File: src/rtl/rf_port_master_if.sv
// rf_port_master_if: bundles the command channel, the register-file ports, the read-response
// channel and the status flags of rf_port_master.
//   master : view taken by rf_port_master (drives cmd_ready, rf_*, rsp_*, busy, err)
//   slave  : view taken by the upstream / register-file side
// Parameters: DW data width, AW address width (2^AW register-file entries).
interface rf_port_master_if #(
    parameter int unsigned DW = 32,
    parameter int unsigned AW = 3
) ();
    // command channel
    logic          cmd_valid;
    logic          cmd_ready;
    logic          cmd_write;
    logic [AW-1:0] cmd_addr;
    logic [AW-1:0] cmd_len;
    logic [DW-1:0] cmd_wdata;
    // register-file ports
    logic [AW-1:0] rf_wAddr;
    logic [DW-1:0] rf_wData;
    logic          rf_we;
    logic [AW-1:0] rf_rAddr;
    logic [DW-1:0] rf_rData;
    // read-response channel
    logic          rsp_valid;
    logic          rsp_ready;
    logic [DW-1:0] rsp_data;
    logic [AW-1:0] rsp_addr;
    logic          rsp_last;
    // status
    logic          busy;
    logic          err;

    modport master (
        input  cmd_valid, cmd_write, cmd_addr, cmd_len, cmd_wdata, rf_rData, rsp_ready,
        output cmd_ready, rf_wAddr, rf_wData, rf_we, rf_rAddr,
        output rsp_valid, rsp_data, rsp_addr, rsp_last, busy, err
    );

    modport slave (
        output cmd_valid, cmd_write, cmd_addr, cmd_len, cmd_wdata, rf_rData, rsp_ready,
        input  cmd_ready, rf_wAddr, rf_wData, rf_we, rf_rAddr,
        input  rsp_valid, rsp_data, rsp_addr, rsp_last, busy, err
    );
endinterface

File: src/rtl/rf_port_master.sv
// rf_port_master: command-driven initiator for a 2^AW x DW register file.
// Accepts single/burst read or write commands (valid/ready), sequences them onto the
// register-file write and read ports, and returns read beats over a valid/ready channel.
// Ports:
//   clk   : rising-edge clock
//   reset : synchronous active-high reset
//   bus   : rf_port_master_if.master (command, register-file ports, response, busy/err)
// Optional feature: define RF_MASTER_READBACK_EN to follow every write beat with a readback
// (CHK) cycle that sets the sticky err flag when the file returns something else.
module rf_port_master #(
    parameter int unsigned DW = 32,
    parameter int unsigned AW = 3
) (
    input logic               clk,
    input logic               reset,
    rf_port_master_if.master  bus
);

    typedef enum logic [2:0] {
        StIdle,
        StWr,
        StChk,
        StRd,
        StRsp
    } state_e;

    localparam logic [AW-1:0] One = {{(AW-1){1'b0}}, 1'b1};

    state_e        state_q, state_d;
    logic [AW-1:0] len_q, len_d;
    logic [AW-1:0] beat_q, beat_d;
    logic [AW-1:0] waddr_q, waddr_d;
    logic [AW-1:0] raddr_q, raddr_d;
    logic [DW-1:0] wdata_q, wdata_d;
    logic [DW-1:0] rsp_data_q, rsp_data_d;
    logic [AW-1:0] rsp_addr_q, rsp_addr_d;
    logic          rsp_last_q, rsp_last_d;
`ifdef RF_MASTER_READBACK_EN
    logic          err_q, err_d;
`endif

    always_comb begin
        state_d    = state_q;
        len_d      = len_q;
        beat_d     = beat_q;
        waddr_d    = waddr_q;
        raddr_d    = raddr_q;
        wdata_d    = wdata_q;
        rsp_data_d = rsp_data_q;
        rsp_addr_d = rsp_addr_q;
        rsp_last_d = rsp_last_q;
`ifdef RF_MASTER_READBACK_EN
        err_d      = err_q;
`endif
        case (state_q)
            StIdle: begin
                if (bus.cmd_valid) begin
                    len_d   = bus.cmd_len;
                    beat_d  = '0;
                    wdata_d = bus.cmd_wdata;
                    if (bus.cmd_write) begin
                        waddr_d = bus.cmd_addr;
                        state_d = StWr;
                    end else begin
                        raddr_d = bus.cmd_addr;
                        state_d = StRd;
                    end
                end
            end
            StWr: begin
`ifdef RF_MASTER_READBACK_EN
                // point the read port at the entry being written so CHK sees it next cycle
                raddr_d = waddr_q;
                state_d = StChk;
`else
                if (beat_q == len_q) begin
                    state_d = StIdle;
                end else begin
                    beat_d  = beat_q + One;
                    waddr_d = waddr_q + One;
                end
`endif
            end
            StChk: begin
`ifdef RF_MASTER_READBACK_EN
                if (bus.rf_rData != wdata_q) begin
                    err_d = 1'b1;
                end
                if (beat_q == len_q) begin
                    state_d = StIdle;
                end else begin
                    beat_d  = beat_q + One;
                    waddr_d = waddr_q + One;
                    state_d = StWr;
                end
`else
                state_d = StIdle;
`endif
            end
            StRd: begin
                rsp_data_d = bus.rf_rData;
                rsp_addr_d = raddr_q;
                rsp_last_d = (beat_q == len_q);
                state_d    = StRsp;
            end
            StRsp: begin
                // rsp_* registers only change in StRd, so they hold through any stall
                if (bus.rsp_ready) begin
                    if (rsp_last_q) begin
                        state_d = StIdle;
                    end else begin
                        beat_d  = beat_q + One;
                        raddr_d = raddr_q + One;
                        state_d = StRd;
                    end
                end
            end
            default: state_d = StIdle;
        endcase
    end

    always_ff @(posedge clk) begin
        if (reset) begin
            state_q    <= StIdle;
            len_q      <= '0;
            beat_q     <= '0;
            waddr_q    <= '0;
            raddr_q    <= '0;
            wdata_q    <= '0;
            rsp_data_q <= '0;
            rsp_addr_q <= '0;
            rsp_last_q <= 1'b0;
`ifdef RF_MASTER_READBACK_EN
            err_q      <= 1'b0;
`endif
        end else begin
            state_q    <= state_d;
            len_q      <= len_d;
            beat_q     <= beat_d;
            waddr_q    <= waddr_d;
            raddr_q    <= raddr_d;
            wdata_q    <= wdata_d;
            rsp_data_q <= rsp_data_d;
            rsp_addr_q <= rsp_addr_d;
            rsp_last_q <= rsp_last_d;
`ifdef RF_MASTER_READBACK_EN
            err_q      <= err_d;
`endif
        end
    end

    // Every output is a flop or a decode of state_q.
    assign bus.cmd_ready = (state_q == StIdle);
    assign bus.busy      = (state_q != StIdle);
    assign bus.rf_we     = (state_q == StWr);
    assign bus.rf_wAddr  = waddr_q;
    assign bus.rf_wData  = wdata_q;
    assign bus.rf_rAddr  = raddr_q;
    assign bus.rsp_valid = (state_q == StRsp);
    assign bus.rsp_data  = rsp_data_q;
    assign bus.rsp_addr  = rsp_addr_q;
    assign bus.rsp_last  = rsp_last_q;
`ifdef RF_MASTER_READBACK_EN
    assign bus.err       = err_q;
`else
    assign bus.err       = 1'b0;
`endif

endmodule
File: src/flat_wrapper.sv
// flat-port wrapper written by rule: the top's interface ports become plain ports
module rf_port_master_flat 
#(
    parameter int unsigned DW = 32,
    parameter int unsigned AW = 3
)
  (clk, reset, bus_cmd_valid, bus_cmd_write, bus_cmd_addr, bus_cmd_len, bus_cmd_wdata, bus_rf_rData, bus_rsp_ready, bus_cmd_ready, bus_rf_wAddr, bus_rf_wData, bus_rf_we, bus_rf_rAddr, bus_rsp_valid, bus_rsp_data, bus_rsp_addr, bus_rsp_last, bus_busy, bus_err);
  rf_port_master_if #(.DW(DW), .AW(AW)) bus_i ();
  input logic clk;
  input logic reset;
  input wire logic [$bits(bus_i.cmd_valid)-1:0] bus_cmd_valid;
  input wire logic [$bits(bus_i.cmd_write)-1:0] bus_cmd_write;
  input wire logic [$bits(bus_i.cmd_addr)-1:0] bus_cmd_addr;
  input wire logic [$bits(bus_i.cmd_len)-1:0] bus_cmd_len;
  input wire logic [$bits(bus_i.cmd_wdata)-1:0] bus_cmd_wdata;
  input wire logic [$bits(bus_i.rf_rData)-1:0] bus_rf_rData;
  input wire logic [$bits(bus_i.rsp_ready)-1:0] bus_rsp_ready;
  output wire logic [$bits(bus_i.cmd_ready)-1:0] bus_cmd_ready;
  output wire logic [$bits(bus_i.rf_wAddr)-1:0] bus_rf_wAddr;
  output wire logic [$bits(bus_i.rf_wData)-1:0] bus_rf_wData;
  output wire logic [$bits(bus_i.rf_we)-1:0] bus_rf_we;
  output wire logic [$bits(bus_i.rf_rAddr)-1:0] bus_rf_rAddr;
  output wire logic [$bits(bus_i.rsp_valid)-1:0] bus_rsp_valid;
  output wire logic [$bits(bus_i.rsp_data)-1:0] bus_rsp_data;
  output wire logic [$bits(bus_i.rsp_addr)-1:0] bus_rsp_addr;
  output wire logic [$bits(bus_i.rsp_last)-1:0] bus_rsp_last;
  output wire logic [$bits(bus_i.busy)-1:0] bus_busy;
  output wire logic [$bits(bus_i.err)-1:0] bus_err;
  assign bus_i.cmd_valid = bus_cmd_valid;
  assign bus_i.cmd_write = bus_cmd_write;
  assign bus_i.cmd_addr = bus_cmd_addr;
  assign bus_i.cmd_len = bus_cmd_len;
  assign bus_i.cmd_wdata = bus_cmd_wdata;
  assign bus_i.rf_rData = bus_rf_rData;
  assign bus_i.rsp_ready = bus_rsp_ready;
  assign bus_cmd_ready = bus_i.cmd_ready;
  assign bus_rf_wAddr = bus_i.rf_wAddr;
  assign bus_rf_wData = bus_i.rf_wData;
  assign bus_rf_we = bus_i.rf_we;
  assign bus_rf_rAddr = bus_i.rf_rAddr;
  assign bus_rsp_valid = bus_i.rsp_valid;
  assign bus_rsp_data = bus_i.rsp_data;
  assign bus_rsp_addr = bus_i.rsp_addr;
  assign bus_rsp_last = bus_i.rsp_last;
  assign bus_busy = bus_i.busy;
  assign bus_err = bus_i.err;
  rf_port_master #(.DW(DW), .AW(AW)) u_core (.clk(clk), .reset(reset), .bus(bus_i));
endmodule
File: config.mk
export PLATFORM = sky130hd
export DESIGN_NAME = rf_port_master_flat
export DESIGN_NICKNAME = d
export VERILOG_FILES = /design/src/rtl/rf_port_master_if.sv /design/src/rtl/rf_port_master.sv /design/src/flat_wrapper.sv
export SDC_FILE = /design/constraint.sdc
export NUM_CORES = 1
export LEC_CHECK = 0
export BUFFER_PORTS_ARGS = -buffer_cell sky130_fd_sc_hd__buf_2
export CORE_AREA = 3 3 89 99
export CTS_BUF_LIST = sky130_fd_sc_hd__clkbuf_16
export DETAILED_ROUTE_END_ITERATION = 8
export DIE_AREA = 0 0 92 102
export PLACE_DENSITY = 0.78
export SYNTH_ARGS = -nofsm -noshare
export SYNTH_HDL_FRONTEND = slang
export SYNTH_SLANG_ARGS = --single-unit
File: constraint.sdc
create_clock -name clk -period 1.6 [get_ports clk]
set_input_delay 0.16 -clock clk [delete_from_list [all_inputs] [get_ports clk]]
set_output_delay 0.16 -clock clk [all_outputs]
set_load 0.02 [all_outputs]
Word level (Yosys, flattened, before mapping)
Cells that the tools add are included.

Bits of input ports: 75. Flip-flop bits (word level): 83. Output and inout port bits: 79.

Multiplexer cells: 20. Equal/unequal tests: 11. Reductions and logical operators: 10. $add $sub $neg: 3.

Operators with widths (number): 2-to-1 mux 3 bit (14); != test 2 bit, second input constant (6); one-hot mux 3 bit (2 select lines) (2); one-hot mux 3 bit (4 select lines) (1); AND reduction 5 bit (2); adder 3 x 1 -> 3 bit, second input constant (3); one-hot mux 3 bit (3 select lines) (1); nonzero test 3 bit (2); 2-to-1 mux 2 bit (2); AND reduction 4 bit (1); nonzero test 2 bit (2); equality test 3 x 1 -> 1 bit, second input constant (1); equality test 3 x 2 -> 1 bit, second input constant (1); equality test 3 bit (1); equality test 3 bit, second input constant (1); zero test 3 bit (1); AND reduction 3 bit (1); != test 2 x 1 -> 1 bit, second input constant (1); AND reduction 2 bit (1).

Logic depth before layout (Yosys ltp)
Gate-level depths: netlist of run 1.

Depth after elaboration: 4. Depth in mapped cells: 7.

Least setup slack after synthesis of run 1
Ideal clock, no wire load.

Path kind: register to register. Start: reg u_core.state_q[2]. End: reg u_core.waddr_q[0] (netlist: u_core.bus.rf_wAddr[0]). Cell stages (with the launch flop): 7. Data arrival time: 1555 ps. Setup slack: -29 ps. Setup time: 74 ps. Cells stage by stage: dfxtp_1 > buf_6 > or3b_1 > buf_6 > a31o_4 > a211o_1 > a31oi_1.

Longest elaborated chain between the ends: 3.

Ends and longest elaborated chain: start: declaration (RTL line rf_port_master.sv:29) `state_e state_q, state_d;`; start signal: assignment (RTL line rf_port_master.sv:124) `state_q <= StIdle;`; start signal: assignment (RTL line rf_port_master.sv:137) `state_q <= state_d;`; equality test 3 x 1 -> 1 bit / zero test 3 bit (equally long branches) (RTL line rf_port_master.sv:55) `case (state_q)`; != test 2 bit (no source line) / nonzero test 2 bit (equally long branches); AND reduction 4 bit (no source line); end signal: assignment (RTL line rf_port_master.sv:140) `waddr_q <= waddr_d;`; end: declaration (RTL line rf_port_master.sv:32) `logic [AW-1:0] waddr_q, waddr_d;`.

Parallel ways exist; a longest one is shown, timed or not. A chain may end at the register's enable or synchronous reset.

Worst setup path in the final report of run 1
Start: reg u_core.state_q[1]. End: out bus_rf_we.

Longest elaborated chain between the ends: 1.

Ends and longest elaborated chain: equality test 3 x 1 -> 1 bit (RTL line rf_port_master.sv:155) `assign bus.rf_we = (state_q == StWr);`; end: declaration (RTL line flat_wrapper.sv:21) `output wire logic [$bits(bus_i.rf_we)-1:0] bus_rf_we;`.

Every way passes these cells.

==> metrics.log, run 1 <==
INFO  metric design_area = roughly 4400 um2
INFO  metric p_per_area = roughly 1100 nW/um2
INFO  metric num_vias = 3268
INFO  metric arrival = approximately 1.4 ns
INFO  metric post-route-worst-setup-slack = roughly 0.057 ns
INFO  metric crit_fanout = 7
INFO  metric part_of_the_cycle_the_worst_path_needs = a little over nine tenths
INFO  metric yosys.area_share.simple = about 25%
INFO  metric avgRoutedWirePerCell = approximately 12 um
INFO  metric first_pass_iters = 4
INFO  metric die_w = just over 90 um
INFO  metric achievable-frequency = between 600 and 700 MHz
INFO  metric synthesis.area = 3210 um2
INFO  metric synthTopCellsByCount = 152 x nand2_1, 83 x dfxtp_1, 77 x a21oi_1
INFO  metric layout-drive-gt1-share = around a third
INFO  metric grt_pass1_wl = between 10000 and 15000 um
INFO  metric finalWorstPathRequiredPeriod = 1.54 ns
INFO  metric root_buffer = clkbuf_16
INFO  metric initial_util = between 40% and 50%
INFO  metric finalNetCount = about 630
INFO  metric die_h = between 100 and 150 um
INFO  metric report.final.hold_viol_count = 0
INFO  metric synth-compound-area-share = 16.2%
INFO  metric clock_tree.htree_level_count = 3
INFO  metric timing.final.setup_violations = 0
INFO  metric final_antenna_net_count = 0
INFO  metric number_of_primary_i_o_pins = between 150 and 200
INFO  metric place_worst_setup_slack = about 0.084 ns
INFO  metric clock_sinks = 83
INFO  metric final.hold.worst_slack = a little under 0.08 ns
INFO  metric rsz0062_at_grt = no
INFO  metric final_hpwl_dp = approximately 6100 um
INFO  metric synth-edff-count = 0
INFO  metric synth_ff_type = dfxtp_1
INFO  metric global_route_met3_utilization = around 5%
INFO  metric worst_r2r_path_depth = 4
INFO  metric n_antenna_cell = 0
INFO  metric place.gp.congestion = 0.859
INFO  metric placed_area = approximately 4100 um2
INFO  metric worstHoldPathCells = 3
INFO  metric worst-r2r-setup-slack = between 0.1 and 0.15 ns
INFO  metric hold_buffers = 0
INFO  metric routed_via_density = 4.91
INFO  metric final.setup_skew = ~0.0066 ns
INFO  metric register_bit_total_from_synthesis = just over 80
INFO  metric worstSetupPathType = reg -> out
INFO  metric synthesis.area_per_instance = slightly below 8 um2
INFO  metric cap_viol_max_count = 0
INFO  metric total_power = ~4.7 mW
INFO  metric drtIter0Drc = 113
INFO  metric post-synth-top-count-cell = nand2_1
INFO  metric drv_slew = 0
INFO  metric synth_top_family_by_area = simple AND/OR/NAND/NOR gates
INFO  metric drt_drc_violations_left = 0
INFO  metric maximum_number_of_pins_on_one_net_before_global_route_repair = 48
INFO  metric max-clock-path-buffers = 2
INFO  metric flow.area_growth_from_synthesis = 37.7%
INFO  metric grt.busiest_layer = met2
INFO  metric insertion_delay = ~0.32 ns
INFO  metric hold_class = in -> reg
INFO  metric numCtsBuffers = 9
INFO  metric globalRouteMet2Util = between 30% and 40%
INFO  metric synth_seq_area_share = approximately half
INFO  metric synth_async_sr_flop_share = 0%
INFO  metric gr-total-overflow = 0
INFO  metric synth_fp_nets = about 480
INFO  metric syn-instance-count = around 410
INFO  metric setup.worst_path.end_class = primary output
INFO  metric post-synth-top-area-cell = dfxtp_1
INFO  metric timing.critical_path.required = about 1.4 ns
INFO  metric post_synth_xor_area_fraction = under 10%
INFO  metric status = finished, final reports clean
INFO  metric port_buffers = approximately 150
INFO  metric synth_unique_cells = between 40 and 50
INFO  metric route.final.wire_length = 8290 um
INFO  metric cts_tree = built
INFO  metric synthesis.yosys.warnings = 0
INFO  metric worst_voltage_drop_across_the_vdd_grid = approximately 560 uV
INFO  metric post-synth-top-area-fraction = between 50% and 60%
INFO  metric antenna_violations_before_repair = 0
INFO  metric synth_fa_ha_area_share = under 10%
INFO  metric cell_types_with_the_largest_area_share_after_synthesis = dfxtp_1 52%, nand2_1 18%, a21oi_1 12%
INFO  metric path_clk_slew = roughly 0.060 ns
INFO  metric met1_usage = 19.6%
INFO  metric synthMuxAreaShare = less than 1%
INFO  metric startpoint_type = flip-flop
INFO  metric die-area = approximately 9400 um2
INFO  metric grtUsageTotal = ~17%
INFO  metric fp.coreArea = 7910 um2
INFO  metric leakagePower = 2.02 nW
INFO  metric floorplan.rows = 34
INFO  metric vias_in_the_first_global_route = roughly 3100
## power by group
group | internal [mW] | switching [mW]
registers | 2.16 | 0.0561
clock network | 1.01 | 0.725
logic | 0.289 | 0.431
## worst paths after layout
kind	endpoint	startpoint
max	bus_rf_we	u_core.state_q[1]$_SDFFE_PP0P_
min	u_core.bus.rf_wData[12]$_SDFFE_PP0P_	bus_cmd_wdata[12]
max reg2reg	u_core.bus.rf_wAddr[2]$_SDFFE_PP0P_	u_core.state_q[1]$_SDFFE_PP0P_
min reg2reg	u_core.bus.rf_wData[8]$_SDFFE_PP0P_	u_core.bus.rf_wData[8]$_SDFFE_PP0P_
## through the flow
stage | util, % | std cells | TNS, ns
2_1_floorplan | - | 406 | -0.000683
3_3_place_gp | 52.0 | 649 | 0
3_5_place_dp | 52.0 | 649 | 0
4_1_cts | 55.4 | 664 | 0
5_1_grt | 55.9 | 665 | 0
6_report | 55.9 | 665 | 0
## worst max-delay path, stage by stage (launching register included)
cell	delay, ns
dfxtp_4	0.36
or3b_4	0.41
buf_6	0.14
inv_2	0.05
buf_6	0.11
## kinds of logic after synthesis
logic type,count (synthesis)
compound gates,93
buf+inv,35
other cells,1
simple gates,186
xor+xnor,4
fa+ha+maj,3
flops,83
mux,1
## layout make-up
type | count | area [um2]
Timing Repair Buffer | 165 | 936
Fill cell | 755 | 3490
Multi-Input combinational cell | 288 | 1410
Inverter | 7 | 30.0
Tap cell | 108 | 135
Clock buffer | 9 | 225
Sequential cell | 83 | 1670
Clock inverter | 5 | 22.5
## timing repair
| item | CTS | global route |
|---|---|---|
| gates resized for setup | 6 | 13 |
| pin swaps | 1 | 4 |
| setup buffers | 1 | 1 |
| endpoints found under the setup margin | 2 | 6 |
## sequential cells by signal (all words and copies together) (netlist names), 3 cells and up
| register | flops |
|---|---|
| u_core.bus.rsp_data | 32 |
| u_core.bus.rf_rAddr | 3 |
| u_core.bus.rf_wData | 32 |
| u_core.bus.rsp_addr | 3 |
| u_core.beat_q | 3 |
| u_core.bus.rf_wAddr | 3 |
| u_core.state_q | 3 |
| u_core.len_q | 3 |
## cell usage in the layout (no fill, tap or decap), types with 2 or more instances in the layout
master     count
xnor2_1        4
inv_2          2
nor3_1         2
or3b_4         2
nand3_1        6
nor2_1         5
buf_4          5
buf_6          6
and2_1         3
inv_1          4
buf_12         4
clkinv_2       3
nand2_1      151
buf_2        150
o21a_1         2
clkbuf_16      9
nand4_1        5
ha_1           3
a21oi_1       77
a311oi_1       2
nor3b_1        2
clkinv_1       2
o32ai_1        2
dfxtp_1       81
## per-layer routing
layer  vias to the layer above  wire length [um]
met1                      1466              3500
met4                         0               182
met5                         -                 0
met2                       145              3880
met3                        16               725
li1                       1641                 -
No activity file was read; power rests on OpenSTA's default activity.
==> run 2, diff against run 1 <==
SETUP_SLACK_MARGIN = 0.1   (was not set)
==> run 2 against run 1 <==
Hold slack got worse by 0.0090 ns. Sequential power hardly changed. First-iteration DRC count increased by 2.7%. Wire length rose by 3.9%. Critical endpoint is now u_core.bus.rf_wAddr[0]$_SDFFE_PP0P_. Critical path type is now reg -> reg. Power is 5.5% higher. Clock power increased by 13%. Combinational power up 5.3%. Register-to-register slack got worse by 0.06 ns. Design area rose by 2.0%. Global-route usage grew 0.23 points.
==> metrics.log, run 2 (same netlist as run 1, synthesis figures left out) <==
INFO  metric final_hpwl_dp = 6050 um (about the same)
INFO  metric vias_in_the_first_global_route = 3088 (was 3140)
INFO  metric layout-drive-gt1-share = 35.3% (was 33.9%)
INFO  metric numCtsBuffers = 9 (unchanged)
INFO  metric initial_util = 40.6% (unchanged)
INFO  metric p_per_area = 1090 nW/um2 (was 1060 nW/um2)
INFO  metric cap_viol_max_count = 0 (unchanged)
INFO  metric hold_end = u_core.bus.rf_wData[28]$_SDFFE_PP0P_ (was u_core.bus.rf_wData[12]$_SDFFE_PP0P_)
INFO  metric antenna_violations_before_repair = 0 (unchanged)
INFO  metric startpoint_type = flip-flop (unchanged)
INFO  metric timing.final.setup_violations = 0 (unchanged)
INFO  metric fillerInstances = 727 (was 755)
INFO  metric multi_input_gate_area_in_the_final_layout = 1450 um2 (was 1410 um2)
INFO  metric area.sequential = 1670 um2 (about the same)
INFO  metric achievable-frequency = 646 MHz (was 648 MHz)
INFO  metric final.setup_skew = 0.00576 ns (was 0.00665 ns)
INFO  metric avgRoutedWirePerCell = 12.8 um (was 12.5 um)
INFO  metric worstSetupPathType = reg -> reg (was reg -> out)
INFO  metric hold_class = in -> reg (unchanged)
INFO  metric mostFrequentLayoutCells = 151 x nand2_1, 150 x buf_2, 82 x dfxtp_1, 76 x a21oi_1, 11 x buf_4 (was 151 x nand2_1, 150 x buf_2, 81 x dfxtp_1, 77 x a21oi_1, 9 x clkbuf_16)
INFO  metric flow.area_growth_from_synthesis = 40.5% (was 37.7%)
INFO  metric worst-r2r-setup-slack = 0.05 ns (was 0.11 ns)
INFO  metric total_power = 4.93 mW (was 4.68 mW)
INFO  metric leakagePower = 2.06 nW (was 2.02 nW)
INFO  metric setup.worst_path.end_class = flip-flop (was primary output)
INFO  metric die_h = 102 um (unchanged)
INFO  metric worstHoldStart = bus_cmd_wdata[28] (was bus_cmd_wdata[12])
INFO  metric status = finished, final reports clean (unchanged)
INFO  metric number_of_primary_i_o_pins = 154 (unchanged)
INFO  metric final_antenna_net_count = 0 (unchanged)
INFO  metric num_vias = 3264 (was 3268)
INFO  metric timing.critical_path.required = 1.86 ns (was 1.44 ns)
INFO  metric regToRegStartpoint = u_core.state_q[2]$_SDFFE_PP0P_ (was u_core.state_q[1]$_SDFFE_PP0P_)
INFO  metric arrival = 1.80 ns (was 1.38 ns)
INFO  metric die-area = 9380 um2 (unchanged)
INFO  metric cts_tree = built (unchanged)
INFO  metric worst_r2r_path_depth = 5 (was 4)
INFO  metric die_w = 92 um (unchanged)
INFO  metric n_antenna_cell = 0 (unchanged)
INFO  metric layout_commonest_cell = nand2_1 (unchanged)
INFO  metric rsz0062_at_grt = yes (was no)
INFO  metric drv_slew = 0 (unchanged)
INFO  metric gr-total-overflow = 0 (unchanged)
INFO  metric fin_setup_tns = 0 ns (unchanged)
INFO  metric root_buffer = clkbuf_16 (unchanged)
INFO  metric routed_via_density = 4.86 (was 4.91)
INFO  metric fp.coreArea = 7910 um2 (unchanged)
INFO  metric finalNetCount = 636 (was 632)
INFO  metric worst_voltage_drop_across_the_vdd_grid = 590 uV (was 561 uV)
INFO  metric part_of_the_cycle_the_worst_path_needs = 96.7% (was 96.4%)
INFO  metric path_clk_slew = 0.06 ns (about the same)
INFO  metric clock_sinks = 83 (unchanged)
INFO  metric crit_fanout = 6 (was 7)
INFO  metric port_buffers = 152 (unchanged)
INFO  metric placed_area = 4110 um2 (about the same)
INFO  metric first_pass_iters = 4 (unchanged)
INFO  metric clock_tree.htree_level_count = 3 (unchanged)
INFO  metric worstHoldPathCells = 3 (unchanged)
INFO  metric worstReg2RegEnd = u_core.bus.rf_wAddr[0]$_SDFFE_PP0P_ (was u_core.bus.rf_wAddr[2]$_SDFFE_PP0P_)
INFO  metric design_area = 4520 um2 (was 4430 um2)
INFO  metric hold_buffers = 0 (unchanged)
INFO  metric insertion_delay = 0.32 ns (about the same)
INFO  metric report.final.hold_viol_count = 0 (unchanged)
INFO  metric maximum_number_of_pins_on_one_net_before_global_route_repair = 39 (was 48)
INFO  metric route.final.wire_length = 8610 um (was 8290 um)
INFO  metric place.gp.congestion = 0.831 (was 0.859)
INFO  metric finalWorstPathRequiredPeriod = 1.55 ns (was 1.54 ns)
INFO  metric floorplan.rows = 34 (unchanged)
INFO  metric max-clock-path-buffers = 2 (unchanged)
INFO  metric grt_pass1_wl = 13500 um (about the same)
INFO  metric grtUsageTotal = 17.6% (was 17.4%)
INFO  metric drt_drc_violations_left = 0 (unchanged)
INFO  metric drtIter0Drc = 116 (was 113)
-- run 2: where the power goes --
group	switching, mW	internal [mW]
sequential	0.0566	2.16
combinational	0.451	0.307
clock	0.771	1.19
total	1.28	3.66
-- run 2: layer usage --
| layer | part of all wire, % | GRT usage [%] | vias up | routed length, um |
|---|---|---|---|---|
| li1 | - | - | 1644 | - |
| met1 | 41 | 19.9 | 1465 | 3540 |
| met2 | 49 | 31.3 | 140 | 4180 |
| met5 | 0 | 0 | - | 0 |
| met3 | 8.5 | 4.93 | 15 | 736 |
| met4 | 1.8 | 7.66 | 0 | 159 |
-- run 2: cell type report --
cell class | instances | area share [%]
multi-input combinational | 288 | 32.1
inverter | 7 | 0.665
sequential | 83 | 36.9
clock buffer | 9 | 4.99
tap | 108 | 2.99
clock inverter | 7 | 1.36
timing repair buffer | 169 | 21.0
-- run 2: critical path, stage by stage, from the launching register on --
cell and delay [ns]:
dfxtp_4 0.35, or3b_4 0.39, buf_6 0.13, a31o_4 0.22, a211o_1 0.25, a31oi_1 0.14
-- run 2: worst max path at each step --
stage                                    from                             endpoint  slack (ns)
2_1_floorplan  u_core.state_q[1]$_SDFFE_PP0P_  u_core.bus.rf_wAddr[0]$_SDFFE_PP0P_        0.04
3_3_place_gp   u_core.state_q[0]$_SDFFE_PP0P_  u_core.bus.rf_rAddr[2]$_SDFFE_PP0P_        0.16
3_5_place_dp   u_core.state_q[2]$_SDFFE_PP0P_  u_core.bus.rf_rAddr[0]$_SDFFE_PP0P_        0.10
4_1_cts        u_core.state_q[2]$_SDFFE_PP0P_  u_core.bus.rf_wAddr[0]$_SDFFE_PP0P_        0.05
5_1_grt        u_core.state_q[2]$_SDFFE_PP0P_  u_core.bus.rf_wAddr[0]$_SDFFE_PP0P_       -0.02
6_report       u_core.state_q[2]$_SDFFE_PP0P_  u_core.bus.rf_wAddr[0]$_SDFFE_PP0P_        0.05
-- run 2: metrics by stage --
stage	worst slack, ns	util (%)	instances	hold WS (ns)
6_report	0.0521	57.1	671	0.0684
5_1_grt	-0.0218	57.1	671	0.0660
4_1_cts	0.0522	56.3	671	0.0581
3_5_place_dp	0.102	51.9	650	0.407
3_3_place_gp	0.163	51.9	650	0.400
2_1_floorplan	0.0352	-	406	0.296
-- run 2: repair_timing --
| action | CTS | global route |
|---|---|---|
| buffers inserted | 5 | 0 |
| resized for setup | 11 | 14 |
| setup endpoints to repair | 5 | 19 |
| pin swaps | 3 | 3 |
